$ cat config.mk
export PLATFORM = sky130hd
export DESIGN_NAME = flo144_dec_flat
export DESIGN_NICKNAME = d
export VERILOG_FILES = /design/src/rtl/flo144_dec_if.sv /design/src/rtl/flo144_dec.sv /design/src/flat_wrapper.sv
export SDC_FILE = /design/constraint.sdc
export NUM_CORES = 1
export LEC_CHECK = 0
export CAP_MARGIN = 5
export CORE_ASPECT_RATIO = 0.8
export CORE_MARGIN = 2
export CORE_UTILIZATION = 56
export DETAILED_ROUTE_END_ITERATION = 6
export PLACE_DENSITY = 0.8
export SLEW_MARGIN = 0
export SYNTH_ARGS = -nofsm -noshare
export SYNTH_HDL_FRONTEND = slang
export SYNTH_SLANG_ARGS = --single-unit
$ cat constraint.sdc
create_clock -name clk -period 3.2 [get_ports clk]
set_input_delay 0.48 -clock clk [delete_from_list [all_inputs] [get_ports clk]]
set_output_delay 0.48 -clock clk [all_outputs]
set_load 0.005 [all_outputs]
$ cat src/rtl/flo144_dec_if.sv
// flo144_dec_if: index-stream in / vector-result out bundle for flo144_dec.
//   s_valid/s_ready/s_index/s_last : index beat stream (8-bit bit positions)
//   m_valid/m_ready/m_vec/m_count/m_err : frame result
//   m_thermo (only with FLO144_DEC_THERMO_EN) : thermometer of highest set bit
// Modports: slave = the decoder, master = the side driving beats / consuming results.
interface flo144_dec_if #(
  parameter int unsigned WID  = 144,
  parameter int unsigned CNTW = 8
) ();
  logic            s_valid;
  logic            s_ready;
  logic [7:0]      s_index;
  logic            s_last;
  logic            m_valid;
  logic            m_ready;
  logic [WID-1:0]  m_vec;
  logic [CNTW-1:0] m_count;
  logic            m_err;
`ifdef FLO144_DEC_THERMO_EN
  logic [WID-1:0]  m_thermo;
`endif

  modport slave (
    input  s_valid, s_index, s_last, m_ready,
    output s_ready, m_valid, m_vec, m_count, m_err
`ifdef FLO144_DEC_THERMO_EN
    , output m_thermo
`endif
  );

  modport master (
    output s_valid, s_index, s_last, m_ready,
    input  s_ready, m_valid, m_vec, m_count, m_err
`ifdef FLO144_DEC_THERMO_EN
    , input m_thermo
`endif
  );
endinterface

$ cat src/rtl/flo144_dec.sv
// flo144_dec: rebuilds a WID-bit vector from a framed stream of bit indices
// (0..WID-1 set a bit, 255 = none, anything else flags an error).
// Ports:
//   clk    : system clock
//   rst_n  : asynchronous active-low reset
//   clr    : synchronous abort of a partial frame (ignored while a result is held)
//   bus    : flo144_dec_if.slave (index stream in, frame result out)
// Optional: define FLO144_DEC_THERMO_EN to add bus.m_thermo, bits [h:0] set
// where h is the highest set bit of m_vec.
module flo144_dec #(
  parameter int unsigned WID  = 144,
  parameter int unsigned CNTW = 8
) (
  input  logic          clk,
  input  logic          rst_n,
  input  logic          clr,
  flo144_dec_if.slave   bus
);

  typedef enum logic [1:0] {IDLE, ACCUM, HOLD} state_e;

  state_e          state_q, state_d;
  logic [WID-1:0]  acc_q, acc_d;
  logic [CNTW-1:0] cnt_q, cnt_d;
  logic            err_q, err_d;
  logic [WID-1:0]  vec_q, vec_d;
  logic [CNTW-1:0] count_q, count_d;
  logic            merr_q, merr_d;
  logic            s_ready_q, s_ready_d;
  logic            m_valid_q, m_valid_d;

  logic            accept_c;
  logic            in_range_c;
  logic            is_none_c;
  logic [WID-1:0]  onehot_c;
  logic [WID-1:0]  acc_new_c;
  logic [CNTW-1:0] cnt_new_c;
  logic            err_new_c;

  // Effect of the current beat on the accumulator, count and error flag.
  always_comb begin
    accept_c   = bus.s_valid & s_ready_q;
    in_range_c = 32'(bus.s_index) < WID;
    is_none_c  = (bus.s_index == 8'd255);
    onehot_c   = in_range_c ? (WID'(1) << bus.s_index) : '0;
    acc_new_c  = acc_q | onehot_c;
    // Only a bit that was previously clear adds to the distinct count.
    cnt_new_c  = cnt_q + CNTW'(|(onehot_c & ~acc_q));
    err_new_c  = err_q | (~in_range_c & ~is_none_c);
  end

`ifdef FLO144_DEC_THERMO_EN
  logic [WID-1:0] thermo_q, thermo_d;
  logic [WID-1:0] thermo_c;
  logic           run_c;

  // Prefix-OR from the MSB down: every bit at or below the highest one is set.
  always_comb begin
    run_c    = 1'b0;
    thermo_c = '0;
    for (int i = int'(WID) - 1; i >= 0; i--) begin
      run_c       = run_c | acc_new_c[i];
      thermo_c[i] = run_c;
    end
  end
`endif

  // Next-state and datapath control.
  always_comb begin
    state_d = state_q;
    acc_d   = acc_q;
    cnt_d   = cnt_q;
    err_d   = err_q;
    vec_d   = vec_q;
    count_d = count_q;
    merr_d  = merr_q;
`ifdef FLO144_DEC_THERMO_EN
    thermo_d = thermo_q;
`endif
    unique case (state_q)
      IDLE, ACCUM: begin
        if (clr) begin
          state_d = IDLE;
          acc_d   = '0;
          cnt_d   = '0;
          err_d   = 1'b0;
        end else if (accept_c) begin
          acc_d = acc_new_c;
          cnt_d = cnt_new_c;
          err_d = err_new_c;
          if (bus.s_last) begin
            state_d = HOLD;
            vec_d   = acc_new_c;
            count_d = cnt_new_c;
            merr_d  = err_new_c;
`ifdef FLO144_DEC_THERMO_EN
            thermo_d = thermo_c;
`endif
          end else begin
            state_d = ACCUM;
          end
        end
      end
      HOLD: begin
        if (bus.m_ready) begin
          state_d = IDLE;
          acc_d   = '0;
          cnt_d   = '0;
          err_d   = 1'b0;
        end
      end
      default: state_d = IDLE;
    endcase
    s_ready_d = (state_d != HOLD);
    m_valid_d = (state_d == HOLD);
  end

  // State and output registers.
  always_ff @(posedge clk or negedge rst_n) begin
    if (!rst_n) begin
      state_q   <= IDLE;
      acc_q     <= '0;
      cnt_q     <= '0;
      err_q     <= 1'b0;
      vec_q     <= '0;
      count_q   <= '0;
      merr_q    <= 1'b0;
      s_ready_q <= 1'b0;
      m_valid_q <= 1'b0;
`ifdef FLO144_DEC_THERMO_EN
      thermo_q  <= '0;
`endif
    end else begin
      state_q   <= state_d;
      acc_q     <= acc_d;
      cnt_q     <= cnt_d;
      err_q     <= err_d;
      vec_q     <= vec_d;
      count_q   <= count_d;
      merr_q    <= merr_d;
      s_ready_q <= s_ready_d;
      m_valid_q <= m_valid_d;
`ifdef FLO144_DEC_THERMO_EN
      thermo_q  <= thermo_d;
`endif
    end
  end

  assign bus.s_ready = s_ready_q;
  assign bus.m_valid = m_valid_q;
  assign bus.m_vec   = vec_q;
  assign bus.m_count = count_q;
  assign bus.m_err   = merr_q;
`ifdef FLO144_DEC_THERMO_EN
  assign bus.m_thermo = thermo_q;
`endif

endmodule

$ cat src/flat_wrapper.sv
// flat-port wrapper written by rule: the top's interface ports become plain ports
module flo144_dec_flat 
#(
  parameter int unsigned WID  = 144,
  parameter int unsigned CNTW = 8
)
  (clk, rst_n, clr, bus_s_valid, bus_s_index, bus_s_last, bus_m_ready, bus_s_ready, bus_m_valid, bus_m_vec, bus_m_count, bus_m_err);
  flo144_dec_if #(.WID(WID), .CNTW(CNTW)) bus_i ();
  input  logic clk;
  input  logic rst_n;
  input  logic clr;
  input wire logic [$bits(bus_i.s_valid)-1:0] bus_s_valid;
  input wire logic [$bits(bus_i.s_index)-1:0] bus_s_index;
  input wire logic [$bits(bus_i.s_last)-1:0] bus_s_last;
  input wire logic [$bits(bus_i.m_ready)-1:0] bus_m_ready;
  output wire logic [$bits(bus_i.s_ready)-1:0] bus_s_ready;
  output wire logic [$bits(bus_i.m_valid)-1:0] bus_m_valid;
  output wire logic [$bits(bus_i.m_vec)-1:0] bus_m_vec;
  output wire logic [$bits(bus_i.m_count)-1:0] bus_m_count;
  output wire logic [$bits(bus_i.m_err)-1:0] bus_m_err;
  assign bus_i.s_valid = bus_s_valid;
  assign bus_i.s_index = bus_s_index;
  assign bus_i.s_last = bus_s_last;
  assign bus_i.m_ready = bus_m_ready;
  assign bus_s_ready = bus_i.s_ready;
  assign bus_m_valid = bus_i.m_valid;
  assign bus_m_vec = bus_i.m_vec;
  assign bus_m_count = bus_i.m_count;
  assign bus_m_err = bus_i.m_err;
  flo144_dec #(.WID(WID), .CNTW(CNTW)) u_core (.clk(clk), .rst_n(rst_n), .clr(clr), .bus(bus_i));
endmodule
## Word-level counts from Yosys, hierarchy flattened

Index checks and enable logic that the tools add are counted.

- Reduce and logical (&&, ||, !) cells: 6
- Eq/ne operators: 7
- Shift operators: 1
- Bitwise operators: 9
- Multiplexer cells: 18
- $lt $le $gt $ge: 1
- $add $sub $neg: 1

Operator list:

| kind | count |
|---|---|
| 2-to-1 mux 144 bit | 4 |
| one-hot mux 144 bit (2 select lines) | 1 |
| AND 144 bit | 1 |
| NOT 144 bit | 1 |
| bitwise OR 144 bit | 1 |
| OR reduction 144 bit | 1 |
| << shifter 1 x 8 -> 144 bit, first input constant | 1 |
| 2-to-1 mux 8 bit | 3 |
| one-hot mux 8 bit (2 select lines) | 1 |
| adder 8 x 1 -> 8 bit | 1 |
| equality test 8 bit, second input constant | 1 |
| less-than comparator 8 bit, second input constant | 1 |
| 2-to-1 mux 2 bit | 4 |
| equality test 2 bit, second input constant | 2 |
| inequality test 2 bit, second input constant | 2 |
| one-hot mux 2 bit (2 select lines) | 1 |
| AND reduction 4 bit | 1 |
| 2-to-1 mux 1 bit | 3 |
| inequality test 3 x 2 -> 1 bit, second input constant | 1 |
| NOT 1 bit | 3 |
| AND reduction 3 bit | 1 |
| AND 1 bit | 2 |
| equality test 2 x 1 -> 1 bit, second input constant | 1 |
| zero test 2 bit | 1 |
| 4 further kinds | 4 |

- Register bits: 310

## Logic depth before layout (Yosys ltp)

Gate-level depths: netlist (run 1).

- Word-level depth: 8
- Gate-level depth with buffers: 16

## Worst setup path after synthesis (run 1)

OpenSTA, ideal clock, no wires.

- Path kind: input port to flip-flop
- From: input bus_s_index[4]
- To: register u_core.cnt_q[7]
- Buffers on the path: 2
- Arrival: 2768 ps
- Stages on the path: 15
- Required time: 3071 ps
- Path slack: 303 ps
- Path through: buf_4 or4b_1 buf_2 o22ai_2 a21oi_1 o2111ai_1 nor4_1 nand4_1 ha_1 and3_1 and3_1 and3_1 nor2_1 o21ai_0 o21ai_0

- Longest elaborated chain between the ends: 8
- Elaborated cells on any way between the ends: 9

RTL lines:

| what | line | RTL |
|---|---|---|
| start: declaration | flat_wrapper.sv:13 | `input wire logic [$bits(bus_i.s_index)-1:0] bus_s_index;` |
| less-than comparator 8 bit / << shifter 1 x 8 -> 144 bit (equally long branches) | flo144_dec.sv:43, flo144_dec.sv:45 |  |
| 2-to-1 mux 144 bit * | flo144_dec.sv:45 | `onehot_c = in_range_c ? (WID'(1) << bus.s_index) : '0;` |
| AND 144 bit * | flo144_dec.sv:48 | `cnt_new_c = cnt_q + CNTW'(\|(onehot_c & ~acc_q));` |
| OR reduction 144 bit * | flo144_dec.sv:48 |  |
| adder 8 x 1 -> 8 bit * | flo144_dec.sv:48 |  |
| 2-to-1 mux 8 bit * | flo144_dec.sv:87 | `end else if (accept_c) begin` |
| 2-to-1 mux 8 bit * | flo144_dec.sv:82 | `if (clr) begin` |
| one-hot mux 8 bit (2 select lines) * | flo144_dec.sv:80 | `unique case (state_q)` |
| end signal: assignment | flo144_dec.sv:136 | `cnt_q <= cnt_d;` |
| end: declaration | flo144_dec.sv:24 | `logic [CNTW-1:0] cnt_q, cnt_d;` |

Every way passes the cells marked *; elsewhere a longest branch is shown, timed or not. The select of a mux whose other input is x is not followed.
A chain may end at the register's enable or synchronous reset.

## Worst setup path after layout (run 1)

- From: input bus_s_index[3]
- To: register u_core.cnt_q[7]

The elaborated chain is that of the path after synthesis.

==> metrics.csv, run 1 <==
stage;metric;value;unit
status;status;finished clean;
detailed_routing;wl_per_cell;24.61;µm
synthesis;synth_cell_types;50;
timing;period_share;95.75;%
timing;timing.hold.ws;0.4767;ns
critical_path;reg2reg_slack;0.39;ns
power;power_density;477.9;nW/µm²
global_routing;grt_pass1_vias;11830;
detailed_routing;via_count;12095;
finish;design_area;17730;µm²
timing;period_minus_slack;3.064;ns
timing;slew_headroom;23.19;%
critical_path;endpoint_kind;register;
floorplan;die_y;143.4;µm
global_routing;grt_overflow;0;
timing;setup_ws;0.1359;ns
floorplan;fp.dieW;178.3;µm
floorplan;dieArea;25580;µm²
finish;fin_cells;1877;
clock_network;clk_pin_slew;0.06;ns
synthesis;synthesis.area;13610;µm²
detailed_routing;wl;46.20;mm
timing;worst_pin_slew;1.152;ns
power;leakage;7.767;nW
detailed_routing;ant_nets;0;
place;dp_hpwl;30.80;mm
floorplan;start_util;56.43;%
finish;final_common_cell;dfrtp_1;
finish;final_cell_mix;dfrtp_1, nand2_1, clkdlybuf4s50_1;
detailed_routing;drtPass1Iterations;6;
clock_network;clk_path_buf_depth;3;
critical_path;worstPathRequired;3.63;ns
critical_path;rr_startpoint;u_core.acc_q[135];
timing;finalHoldViolations;0;
floorplan;io_pins;169;
finish;synthToLayoutAreaGrowth;30.25;%
detailed_routing;drt_iter0_drc;1544;
clock_network;clock_latency;0.55;ns
synthesis;syn-num-nets;1313;
critical_path;reg2reg_depth;11;
floorplan;rows;51;
global_routing;grt_start_max_net_pins;166;
synthesis;syn-mean-instance-area;10.49;µm²
timing;final_max_slew_viol_count;0;
critical_path;start_kind;primary input;
timing;fmax;326.4;MHz
min_path;min_from;u_core.bus.m_vec[39];
clock_network;cts_tree;done;
global_routing;grt_pass1_wl;70.66;mm
critical_path;path_class;in -> reg;
place;dp_worst_setup_slack;-0.9207;ns
synthesis;ys_seq_elements;310;
finish;nFillCells;1703;
place;place_inst;1812;
timing;setup_viol;0;
finish;drive_gt1_share;19.18;%
detailed_routing;via_per_inst;6.444;
critical_path;r2r_end;u_core.bus.m_count[6];
timing;finClkSkew;0.01061;ns
synthesis;synth-edff-count;0;
run;drv_cap;0;
power;peakVddDrop;379.8;µV
clock_network;clkSinkCount;310;
place;routabilityCongestion;0.9754;
detailed_routing;drc;0;
clock_network;cts_buffers;29;
synthesis;yosysWarnings;0;
min_path;min_path_type;reg -> reg;
place;dpl_cell_area;16300;µm²
min_path;hold_path_end;u_core.bus.m_vec[39];
floorplan;core_area;24120;µm²
global_routing;antenna_found_initial;0;
finish;fin_util;73.50;%
finish;finalNetCount;1553;
finish;diodes;0;
critical_path;path_max_fanout;6;
global_routing;grt_usage;36.56;%
clock_network;clockRootBuffer;clkbuf_16;
clock_network;htreeDepth;1;
synthesis;synth_flop_cell;dfrtp_1;
timing;grt_setup_unrepaired;false;
synthesis;syn_inst;1297;
synthesis;synthArstFlopShare;100.0;%
place;portBuffers;168;
critical_path;crit_arrival;3.49;ns
min_path;min_path_cells;2;
synthesis;seq_area_frac_synth;57.00;%
## worst max-delay path by stage
stage / from / endpoint / slack, ns
after CTS: bus_s_index[1] / u_core.cnt_q[7] / 0.007
after floorplan: bus_s_index[4] / u_core.cnt_q[7] / 0.30
final: bus_s_index[3] / u_core.cnt_q[7] / 0.14
after global placement: bus_s_index[1] / u_core.bus.m_count[7] / -0.89
after detailed placement: bus_s_index[3] / u_core.bus.m_count[6] / -0.92
after global routing: bus_s_index[3] / u_core.cnt_q[6] / 0.02
## sequential cells by signal (all words and copies together) (netlist names)
name	cells
u_core.acc_q	144
u_core.bus.m_vec	144
u_core.bus.m_count	8
u_core.cnt_q	8
u_core.state_q	2
u_core.bus.m_err	1
u_core.bus.m_valid	1
u_core.bus.s_ready	1
u_core.err_q	1
## cells in the mapped netlist (4+ instances only)
master       n  area share, %
buf_2       68            2.5
o22ai_1     50            2.3
nand2b_1     8           0.37
xnor2_1      6           0.39
dfrtp_1    310             57
nor2_2      13           0.60
o21ai_0    164            6.0
or4b_1       7           0.51
a22oi_1      7           0.39
buf_6        5           0.41
clkbuf_1    29           0.80
o21ai_1     14           0.51
nand4_1      8           0.37
and3_1       6           0.28
buf_4       17           0.94
inv_1        4           0.11
a22o_1     142            9.1
nor4_1       6           0.28
nand2_1    168            4.6
nor2_4       5           0.41
nor2_1      22           0.61
a21oi_1    152            5.6
nor3_1      28            1.0
nor3_4       4           0.48
nand4bb_1    4           0.33
nor3_2       6           0.44
o22a_1       4           0.26
## kinds of logic (layout without fill, tap and decap cells)
group | Yosys count | after routing | share of synthesized area (%)
AOI/OAI and AO/OA | 546 | 546 | 25.08
DFF | 310 | 310 | 57.00
and+or+nand+nor | 305 | 305 | 12.04
adders and majority gates | 2 | 2 | 0.1838
xor gates and xnor gates | 6 | 6 | 0.3861
buffers and inverters | 128 | 390 | 5.313
## metal layers
layer,track usage (%),vias up,routed length (µm)
met4,12.49,0,1892
met5,0,-,0
met1,53.31,5960,19130
met3,7.963,149,4773
li1,-,5236,-
met2,54.63,750,20400
## what timing repair did
item                       4_1_cts  5_1_grt
setup buffers                    5        1
setup endpoints to repair       12        8
hold endpoints to repair         2        0
hold buffers                     1        0
gates cloned                     1        4
resized for setup               38       44
pin swaps                       15       13
## worst max-delay path, cell delays in order
cell and delay (ns):
dlygate4sd2_1 0.27, buf_6 0.14, buf_4 0.14, or4bb_4 0.58, buf_6 0.17, o221ai_1 0.22
o31ai_2 0.10, and3_1 0.19, nand4_1 0.11, ha_2 0.20, and3_1 0.19, and3_1 0.21
and3_4 0.21, nor2_1 0.04, o21ai_1 0.13, o21ai_0 0.09
## power breakdown
| group | internal, mW | switching [mW] | total (mW) |
|---|---|---|---|
| clock | 2.21 | 1.49 | 3.70 |
| combinational | 0.278 | 0.509 | 0.787 |
| sequential | 3.96 | 0.0268 | 3.98 |
## through the flow
step / setup TNS (ns) / total power, mW
floorplan: 0 / 4.420
global route: 0 / 8.718
global placement: -10.41 / 4.780
CTS: 0 / 8.456
detailed placement: -10.29 / 4.788
finish: 0 / 8.473
## cell type report
type                       instances  area [µm²]  area share [%]
clock buffer                      45       885.9           4.997
clock inverter                     8       140.1          0.7905
timing repair buffer             333        3131           17.66
multi-input combinational        859        5401           30.47
tap                              318       397.9           2.244
sequential                       310        7757           43.76
inverter                           4       15.01         0.08469
Note: power is estimated with default switching activity, not from simulation.
==> run 2, diff against run 1 <==
- GPL_TIMING_DRIVEN: not set -> 0
==> run 2 against run 1 <==
Compared with the run above:
- the run now ends with DRC left
- clock-buffer cell count down 2
- maximum frequency down 3.5%
- sequential power about the same
- cell area down 3.0%
- clock skew up 0.019 ns
- non-clock buffer count down 17
- routed wire length up 7.8%
- global-route usage up 2.4 points
- critical path type unchanged
- critical endpoint is now u_core.bus.m_count[7]
- largest cell class unchanged
==> metrics.csv, run 2 (same netlist as run 1, synthesis figures left out) <==
stage;metric;value;unit
critical_path;reg2reg_depth;11;
finish;finalNetCount;1537;
detailed_routing;via_per_inst;6.823;
critical_path;rr_startpoint;u_core.acc_q[134];
floorplan;start_util;56.43;%
finish;synthToLayoutAreaGrowth;26.41;%
place;routabilityCongestion;0.9964;
run;drv_cap;0;
place;dp_worst_setup_slack;-1.512;ns
floorplan;dieArea;25580;µm²
clock_network;clock_latency;0.58;ns
floorplan;core_area;24120;µm²
clock_network;clk_pin_slew;0.07;ns
clock_network;clockRootBuffer;clkbuf_16;
critical_path;path_common_cell;and3_4;
min_path;min_from;u_core.bus.m_vec[18];
finish;fin_cells;1864;
floorplan;rows;51;
min_path;min_path_cells;2;
timing;worst_pin_slew;1.453;ns
timing;timing.hold.ws;0.4789;ns
floorplan;fp.dieW;178.3;µm
clock_network;cts_buffers;30;
status;status;finished with violations;
place;portBuffers;168;
timing;finalHoldViolations;0;
critical_path;endpoint_kind;register;
detailed_routing;drt_iter0_drc;2220;
timing;setup_ws;0.02559;ns
detailed_routing;wl_per_cell;26.71;µm
detailed_routing;wl;49.79;mm
global_routing;grt_usage;38.92;%
finish;nFillCells;1723;
global_routing;grt_overflow;0;
power;power_density;494.9;nW/µm²
floorplan;io_pins;169;
critical_path;r2r_end;u_core.bus.m_count[7];
critical_path;start_kind;primary input;
critical_path;critPathMaxStageDelay;0.32;ns
detailed_routing;drtPass1Iterations;7;
detailed_routing;via_count;12718;
power;leakage;7.475;nW
timing;final_max_slew_viol_count;0;
finish;fin_util;71.33;%
floorplan;die_y;143.4;µm
clock_network;clkSinkCount;310;
finish;drive_gt1_share;16.05;%
timing;tns;0;ns
min_path;hold_path_end;u_core.bus.m_vec[18];
finish;final_common_cell;dfrtp_1;
power;peakVddDrop;382.1;µV
critical_path;path_class;in -> reg;
clock_network;htreeDepth;1;
global_routing;grt_pass1_vias;12145;
timing;setup_viol;0;
timing;finClkSkew;0.02966;ns
detailed_routing;drc;3;
finish;final_cell_mix;dfrtp_1, nand2_1, clkdlybuf4s50_1;
clock_network;clk_path_buf_depth;3;
timing;period_share;99.20;%
global_routing;grt_pass1_wl;73.16;mm
min_path;min_path_type;reg -> reg;
timing;slew_headroom;2.629;%
timing;period_minus_slack;3.174;ns
status;violations;DRC;
critical_path;crit_slowest_cell;nor4_2;
critical_path;reg2reg_slack;0.26;ns
critical_path;worstPathRequired;3.62;ns
place;place_inst;1785;
clock_network;cts_tree;done;
global_routing;antenna_found_initial;1;
global_routing;grt_start_max_net_pins;116;
place;dp_hpwl;32.03;mm
critical_path;path_max_fanout;10;
critical_path;path_cells;clkdlybuf4s15_1 -> buf_6 -> or4_1 -> buf_2 -> o22ai_1 -> a22oi_1 -> nand4_1 -> nor4_2 -> nand4_1 -> ha_2 -> and3_4 -> and3_4 -> and3_4 -> xnor2_2 -> o21ai_0;
timing;fmax;315.0;MHz
detailed_routing;ant_nets;0;
critical_path;crit_arrival;3.60;ns
[run 2: cell type report]
cell class	instances	area [µm²]	area share (%)
clock buffers	43	890.9	5.178
multi-input cells	859	5318	30.91
well taps	318	397.9	2.313
clock inverters	13	147.6	0.8581
flip-flops and latches	310	7757	45.09
inverters	4	15.01	0.08727
diodes	1	2.502	0.01454
repair buffers	196	1928	11.21
plain buffers	120	748.2	4.349
[run 2: timing repair]
item | 4_1_cts | 5_1_grt
buffers inserted | 19 | 6
pin swaps | 11 | 6
endpoints found under the setup margin | 16 | 9
hold buffers | 1 | 0
endpoints found under the hold margin | 81 | 0
gates resized for setup | 58 | 26
[run 2: power by group]
group          leakage, nW  total [mW]  internal (mW)  switching [mW]
combinational         2.63       0.792          0.238           0.554
clock                0.520        3.74           2.17            1.56
sequential            4.32        3.98           3.96          0.0276
[run 2: worst max path at each step]
stage / startpoint / to / slack, ns / depth (start not counted)
after floorplan: bus_s_index[4] / u_core.cnt_q[7] / 0.30 / 15
after CTS: bus_s_index[4] / u_core.bus.m_count[7] / 0.003 / 15
final: bus_s_index[5] / u_core.bus.m_count[7] / 0.03 / 15
after detailed placement: bus_s_index[1] / u_core.bus.m_count[7] / -1.51 / 13
after global placement: rst_n / u_core.bus.m_vec[136] / -11.29 / 1
after global routing: bus_s_index[3] / u_core.cnt_q[7] / -0.04 / 17
[run 2: routing by layer]
layer	routed length, µm	global-route usage (%)
met2	21000	54.67
met5	0	0
met4	3007	19.17
met1	18120	52.34
met3	7659	15.95
[run 2: critical path: cells and delay by family]
family	cells	cell delay, ns
adders and majority gates	1	0.26
xor gates and xnor gates	1	0.22
and+or+nand+nor	7	1.40
buffers and inverters	3	0.73
AOI/OAI and AO/OA	3	0.49
[run 2: per-stage QoR]
step / cell area, µm² / power (mW)
3_5_place_dp: 15750 / 4.774
5_1_grt: 17200 / 8.696
6_report: 17210 / 8.516
3_3_place_gp: 15690 / 4.760
2_1_floorplan: 13610 / 4.420
4_1_cts: 17080 / 8.453
